**src/rtl/sys_ctrl_rx.sv**
```systemverilog
// Receive-side command decoder: turns framed UART bytes into register-file
// write/read strobes and ALU start/clock-gate control. All outputs registered.
module sys_ctrl_rx #(
    parameter int DATA_WIDTH = 8,
    parameter int ADDR_WIDTH = 4,
    parameter int FUN_WIDTH  = 4
) (
    input  logic                  CLK,
    input  logic                  RST,
    input  logic [DATA_WIDTH-1:0] RX_P_DATA,
    input  logic                  RX_D_VLD,
    input  logic                  OUT_Valid,
    output logic                  WrEn,
    output logic                  RdEn,
    output logic [ADDR_WIDTH-1:0] Address,
    output logic [DATA_WIDTH-1:0] WrData,
    output logic                  ALU_EN,
    output logic [FUN_WIDTH-1:0]  ALU_FUN,
    output logic                  CLK_EN
);

    localparam logic [2:0] IDLE      = 3'd0;
    localparam logic [2:0] WR_ADDR   = 3'd1;
    localparam logic [2:0] WR_DATA   = 3'd2;
    localparam logic [2:0] RD_ADDR   = 3'd3;
    localparam logic [2:0] ALU_OPA   = 3'd4;
    localparam logic [2:0] ALU_OPB   = 3'd5;
    localparam logic [2:0] ALU_FUN_S = 3'd6;
    localparam logic [2:0] ALU_WAIT  = 3'd7;

    localparam logic [DATA_WIDTH-1:0] CMD_WR     = DATA_WIDTH'(8'hAA);
    localparam logic [DATA_WIDTH-1:0] CMD_RD     = DATA_WIDTH'(8'hBB);
    localparam logic [DATA_WIDTH-1:0] CMD_ALU_OP = DATA_WIDTH'(8'hCC);
    localparam logic [DATA_WIDTH-1:0] CMD_ALU_NO = DATA_WIDTH'(8'hDD);

    // Operands A and B always land in the first two register-file slots.
    localparam logic [ADDR_WIDTH-1:0] OPA_ADDR = ADDR_WIDTH'(0);
    localparam logic [ADDR_WIDTH-1:0] OPB_ADDR = ADDR_WIDTH'(1);

    logic [2:0]            state_q,   state_d;
    logic [ADDR_WIDTH-1:0] addr_q,    addr_d;
    logic                  wr_en_q,   wr_en_d;
    logic                  rd_en_q,   rd_en_d;
    logic [ADDR_WIDTH-1:0] address_q, address_d;
    logic [DATA_WIDTH-1:0] wr_data_q, wr_data_d;
    logic                  alu_en_q,  alu_en_d;
    logic [FUN_WIDTH-1:0]  alu_fun_q, alu_fun_d;
    logic                  clk_en_q,  clk_en_d;

    always_comb begin
        // NOTE: every signal gets a default before the case so no path can infer a latch.
        state_d   = state_q;
        addr_d    = addr_q;
        wr_en_d   = 1'b0;
        rd_en_d   = 1'b0;
        alu_en_d  = 1'b0;
        clk_en_d  = 1'b0;
        address_d = address_q;
        wr_data_d = wr_data_q;
        alu_fun_d = alu_fun_q;

        case (state_q)
            IDLE: begin
                if (RX_D_VLD) begin
                    if (RX_P_DATA == CMD_WR) begin
                        state_d = WR_ADDR;
                    end else if (RX_P_DATA == CMD_RD) begin
                        state_d = RD_ADDR;
                    end else if (RX_P_DATA == CMD_ALU_OP) begin
                        state_d = ALU_OPA;
                    end else if (RX_P_DATA == CMD_ALU_NO) begin
                        state_d = ALU_FUN_S;
                    end
                end
            end

            WR_ADDR: begin
                if (RX_D_VLD) begin
                    addr_d  = RX_P_DATA[ADDR_WIDTH-1:0];
                    state_d = WR_DATA;
                end
            end

            WR_DATA: begin
                if (RX_D_VLD) begin
                    wr_en_d   = 1'b1;
                    address_d = addr_q;
                    wr_data_d = RX_P_DATA;
                    state_d   = IDLE;
                end
            end

            RD_ADDR: begin
                if (RX_D_VLD) begin
                    rd_en_d   = 1'b1;
                    address_d = RX_P_DATA[ADDR_WIDTH-1:0];
                    state_d   = IDLE;
                end
            end

            ALU_OPA: begin
                if (RX_D_VLD) begin
                    wr_en_d   = 1'b1;
                    address_d = OPA_ADDR;
                    wr_data_d = RX_P_DATA;
                    state_d   = ALU_OPB;
                end
            end

            ALU_OPB: begin
                if (RX_D_VLD) begin
                    wr_en_d   = 1'b1;
                    address_d = OPB_ADDR;
                    wr_data_d = RX_P_DATA;
                    state_d   = ALU_FUN_S;
                end
            end

            ALU_FUN_S: begin
                if (RX_D_VLD) begin
                    alu_fun_d = RX_P_DATA[FUN_WIDTH-1:0];
                    alu_en_d  = 1'b1;
                    clk_en_d  = 1'b1;
                    state_d   = ALU_WAIT;
                end
            end

            ALU_WAIT: begin
                // Received bytes are dropped here; only the ALU result releases the gate.
                if (OUT_Valid) begin
                    state_d = IDLE;
                end else begin
                    clk_en_d = 1'b1;
                end
            end

            default: state_d = IDLE;
        endcase
    end

    // NOTE: sequential state uses non-blocking assignments so all flops update together.
    always_ff @(posedge CLK or negedge RST) begin
        if (!RST) begin
            state_q <= IDLE;
            addr_q  <= '0;
        end else begin
            state_q <= state_d;
            addr_q  <= addr_d;
        end
    end

    always_ff @(posedge CLK or negedge RST) begin
        if (!RST) begin
            wr_en_q   <= 1'b0;
            rd_en_q   <= 1'b0;
            alu_en_q  <= 1'b0;
            clk_en_q  <= 1'b0;
            address_q <= '0;
            wr_data_q <= '0;
            alu_fun_q <= '0;
        end else begin
            wr_en_q   <= wr_en_d;
            rd_en_q   <= rd_en_d;
            alu_en_q  <= alu_en_d;
            clk_en_q  <= clk_en_d;
            address_q <= address_d;
            wr_data_q <= wr_data_d;
            alu_fun_q <= alu_fun_d;
        end
    end

    assign WrEn    = wr_en_q;
    assign RdEn    = rd_en_q;
    assign ALU_EN  = alu_en_q;
    assign CLK_EN  = clk_en_q;
    assign Address = address_q;
    assign WrData  = wr_data_q;
    assign ALU_FUN = alu_fun_q;

endmodule

```
**config.mk**
```make
export PLATFORM = sky130hd
export DESIGN_NAME = sys_ctrl_rx
export DESIGN_NICKNAME = d
export VERILOG_FILES = /design/src/rtl/sys_ctrl_rx.sv
export SDC_FILE = /design/constraint.sdc
export NUM_CORES = 1
export LEC_CHECK = 0
export ABC_AREA = 1
export CORE_UTILIZATION = 40
export DETAILED_ROUTE_END_ITERATION = 7
export PLACE_DENSITY = 0.74
export SLEW_MARGIN = 10
export SYNTH_ARGS = -nofsm -noshare
export SYNTH_HDL_FRONTEND = slang
export SYNTH_SLANG_ARGS = --single-unit
```
**constraint.sdc**
```tcl
create_clock -name CLK -period 1.85 [get_ports CLK]
set_clock_uncertainty 0.15 [all_clocks]
set_input_delay 0.555 -clock CLK [delete_from_list [all_inputs] [get_ports CLK]]
set_output_delay 0.555 -clock CLK [all_outputs]
set_load 0.05 [all_outputs]
```
# [Yosys cells after proc, flatten, opt, wreduce, memory -nomap -nowiden]
# Cells that the tools add are included.
[op_classes] reduce_logical=9 shifts=0 n_mux=23 div_mod_pow=0 magnitude_cmp=0 n_eq_ne=21 n_bitwise=0 add_sub_neg=0 n_mul=0
[op_table] operator="3-bit 2-to-1 mux" n=11
[op_table] operator="8-bit equality test, second input constant" n=4
[op_table] operator="3-bit case mux with 7 select lines" n=1
[op_table] operator="4-bit 2-to-1 mux" n=4
[op_table] operator="2-bit inequality test, second input constant" n=8
[op_table] operator="4-bit case mux with 4 select lines" n=1
[op_table] operator="3-bit equality test, second input constant" n=4
[op_table] operator="8-bit AND reduction" n=1
[op_table] operator="3-bit by 2-bit equality test with 1-bit output, second input constant" n=2
[op_table] operator="2-bit AND reduction" n=3
[op_table] operator="1-bit 2-to-1 mux" n=5
[op_table] operator="5-bit inequality test, second input constant" n=1
[op_table] operator="5-bit AND reduction" n=1
[op_table] operator="4-bit nonzero test" n=1
[op_table] operator="3-bit by 1-bit equality test with 1-bit output, second input constant" n=1
[op_table] operator="3-bit zero test" n=1
[op_table] operator="3-bit OR reduction" n=1
[op_table] operator="2-bit by 1-bit inequality test with 1-bit output, second input constant" n=1
[op_table] operator="1-bit case mux with 2 select lines" n=1
[op_table] operator="2-bit OR reduction" n=1
[word_totals] ramBits=0 inputBits=12 ff_bits=27 mem_bits_ro=0 elab_cells=62 memories=0 latchBits=0 output_inout_bits=20

# [Depth between registers and ports, before layout]
[depth] ltp_word=7 ltp_mapped=8 mapped_depth_nobuf=8

# [Least setup slack after synthesis]
# OpenSTA, ideal clock, no wires.
[synth_timing] kind="input to register" from="input RX_P_DATA[2]" to="register state_q[1]" t_arrival_ns=1.202 cell_stages=8 t_required_ns=1.582 path_slack_ns=0.381 n_path_buf=0 path_cell_list="inv_1 -> nand2_1 -> nor2_1 -> nand3_1 -> nand3_2 -> nand2_2 -> nand2_1 -> nand2_1"
[synth_between] elab_chain_len=6 elab_cells_between_ends=11 classes_between="5 x eq/ne; 5 x mux; 1 x reduce/logical"
[synth_lines] element="start, declared" line="10" source="input logic [DATA_WIDTH-1:0] RX_P_DATA,"
[synth_lines] element="8-bit equality test" line="69" source="end else if (RX_P_DATA == CMD_ALU_OP) begin"
[synth_lines] element="3-bit 2-to-1 mux" line="69"
[synth_lines] element="3-bit 2-to-1 mux" line="67" source="end else if (RX_P_DATA == CMD_RD) begin"
[synth_lines] element="3-bit 2-to-1 mux" line="65" source="if (RX_P_DATA == CMD_WR) begin"
[synth_lines] element="3-bit 2-to-1 mux" line="64" source="if (RX_D_VLD) begin"
[synth_lines] element="3-bit case mux with 7 select lines" line="62" source="case (state_q)"
[synth_lines] element="end signal, assigned" line="147" source="state_q <= state_d;"
[synth_lines] element="end, declared" line="40" source="logic [2:0] state_q, state_d;"
# Parallel ways exist; a longest one is shown, timed or not. The select of a mux whose other input is x is not followed.
# A chain may end at the register's enable or synchronous reset.

# [Worst setup path in the final report]
# Same ends and word-level chain as after synthesis.

==> impl_results.md <==
* Status: completed
* Syn Nets at about 170
* CTS root buffer: clkbuf_4
* Min-delay src: addr_q[3]$_DFFE_PN0P_
* Die area at 0.00342 sq mm
* Die height at 58.5 microns
* Post-CTS Repair Setup Buffers at 0
* Most frequent cell after synthesis: nand2_1
* Final WL at 2.89 mm
* Clock Path Buffers at 2
* I/O Pins at 32
* Antenna fix cells at 0
* Least-Margin Pin Slew at 0.333 ns
* EDFF count, synth at 0
* Die W at 58.5 microns
* Reg2reg setup slack at 0.35 ns
* Slowest stage delay, CP at 0.47 ns
* Total global-route track usage at 19.0%
* Slew headroom at 77.8%
* Gpl congestion at 0.814
* Reg-to-reg startpoint: state_q[2]$_DFFE_PN0P_
* Initial Util at a little over two fifths
* Peak supply drop at 1.09 mV
* # clock sinks at 27
* RSZ-0062 raised after global routing: false
* Synth Flop Type: dfrtp_1
* Final Instance Area at 0.00196 sq mm
* Worst setup SP type: input pin
* Post-route minimum period at 1.68 ns
* Net count, final at 213
* Hold Path Sink: addr_q[3]$_DFFE_PN0P_
* CP Buf/Inv Count at 2
* Row count at 20
* # H-tree levels at 1
* Hold Vio Cnt, Final at 0
* Crit path capture type: flip-flop
* Crit path top cell by count: nand2_1
* Leak at 0.981 nW
* Worst path depth at 9
* Mean Syn Cell Area at 8.35 sq um
* R2R cell count at 7
* Max Clk Rate at 595 MHz
* WP data required at 1.93 ns
* DR iter-0 viols at 39
* Largest net degree at the start of global routing at 28
* Share of layout cells above drive strength 1 at 26.0%
* WL/cell at 11.8 microns
* Max_cap viols at 0
* DRT Pass-1 Iters at 4
* Yosys top cell area share at between 50% and 60%
* Clock Latency Late Sink at 0.33 ns
* R2r endpoint: state_q[1]$_DFFE_PN0P_
* Post-DP HPWL at approximately 2.3 mm
* Cells after synthesis at 153
* Post-CTS Resized at 0
* Core Region at 0.00305 sq mm
* Hold Buf Count CTS at 0
* Synth Register Bits at 27
* Hold Path Class: flip-flop to flip-flop
* CTS tree: done
* Async S/R FF share, synth at 100%
* Synth cell count leaders: 57 x nand2_1, 27 x dfrtp_1, 14 x inv_1, 13 x o21ai_0, 12 x nor2_1
* Max Slew Vio Count at 0
* CP Max Fanout at 4
* Mapped cell area at between 0.001 and 0.0015 sq mm
* Vias in the first global route at 1084
* Crit-path cells: clkdlybuf4s50_1 > inv_1 > nand2_1 > nor2_1 > nand3_1 > nand3_2 > nand2_2 > nand2_1 > nand2_1
* Aggregate global routing overflow at 0
* Post-route clock period utilization at 90.8%
* Post-DP Area at 0.00193 sq mm
* Pwr dens at 1770 mW/mm^2
* Final hold slack at 0.368 ns
* CP delay by family, top: simple AND/OR/NAND/NOR gates
* Post-synthesis sequential area ratio at 52.9%
* Total number of vias at 1174
* Final non-filler cell total at roughly 240
* Hold Path Depth at 2
* Clock slew at reported path FFs at 0.14 ns
* IO Port Bufs at 31
* Post-synthesis cell type count at 18
* Final setup vio count at 0
* Via density at 4.81
* Critical path type: input pin to flip-flop
* CP arrival at 1.76 ns
* Ranking of synthesized cells by area: dfrtp_1 53%, nand2_1 17%, o21ai_0 5.1%, o21ai_2 4.8%, inv_1 4.1%
* Area leader, netlist: dfrtp_1
* Number of antenna violations at the first check in global routing at 0
* Post-detailed-route count of antenna-violating nets at 0
* Final core utilization at between 60% and 70%
* First-pass GRT wire length at 4.81 mm
* Setup TNS at 0 ns
* CTS buffer count at 3
* Placed cells at 240
* Slowest-stage cell, CP: clkdlybuf4s50_1
* # DRC at 0
* Area Growth Syn to Fin at 53.1%
* Ys Warns at 0
kinds of logic after synthesis:
family                 share of synthesized area [%]
AOI/OAI and AO/OA                               12.6
buffers and inverters                           6.07
DFF                                             52.9
and+or+nand+nor                                 28.4
sequential cells by signal, indices dropped and copies added, names as in the netlist:
register	flops
RdEn	1
state_q	3
Address	4
ALU_EN	1
WrData	8
CLK_EN	1
WrEn	1
addr_q	4
ALU_FUN	4
worst max-delay path by stage:
| stage | start | to | slack [ns] |
|---|---|---|---|
| finish | RX_P_DATA[2] | state_q[1]$_DFFE_PN0P_ | 0.17 |
| global route | RX_P_DATA[2] | state_q[1]$_DFFE_PN0P_ | 0.08 |
| detailed placement | RX_P_DATA[3] | state_q[1]$_DFFE_PN0P_ | -0.17 |
| global placement | RX_P_DATA[2] | state_q[1]$_DFFE_PN0P_ | -0.12 |
| floorplan | RX_P_DATA[2] | state_q[1]$_DFFE_PN0P_ | 0.38 |
| CTS | RX_P_DATA[3] | state_q[1]$_DFFE_PN0P_ | 0.19 |
metrics by stage:
stage	worst slack, ns	power [W]
final	0.170	0.00347
after global routing	0.0819	0.00367
after CTS	0.194	0.00350
after detailed placement	-0.174	0.00324
after global placement	-0.124	0.00317
after floorplan	0.381	0.00222
layer usage:
metal  GRT usage (%)  vias up  wire length, microns
met1            25.3      552                  1270
met3            2.64        5                   130
li1                -      580                     -
met4            8.16        0                    52
met2            31.2       37                  1440
met5               0        -                     0
worst reg2reg max path: stages (launching register included):
cell and delay (ns):
dfrtp_1 0.46, inv_2 0.13, nand2_4 0.08, nor2_1 0.25, nand3_2 0.15, nand2_2 0.10
nand2_1 0.06, nand2_1 0.06
where the power goes:
part / internal, W / switching, W
Clock: 0.0000847 / 0.000168
Sequential: 0.000834 / 0.000255
Combinational: 0.000945 / 0.00118
layout make-up:
type	instances	area, sq um
Fill cell	265	1100
Sequential cell	27	676
Timing Repair Buffer	44	608
Multi-Input combinational cell	108	524
Inverter	17	66.3
Tap cell	44	55.1
Clock buffer	4	26.3
cell usage in the layout, fill, tap and decap left out, drive strengths merged:
master	n
dfrtp	27
nand2	61
inv	17
a21oi	1
buf	33
o211ai	1
o21ai	20
a22oi	3
clkbuf	4
nor2	12
nand4	1
clkdlybuf4s50	11
nand3	9
Power figures use the tool's default switching activity.
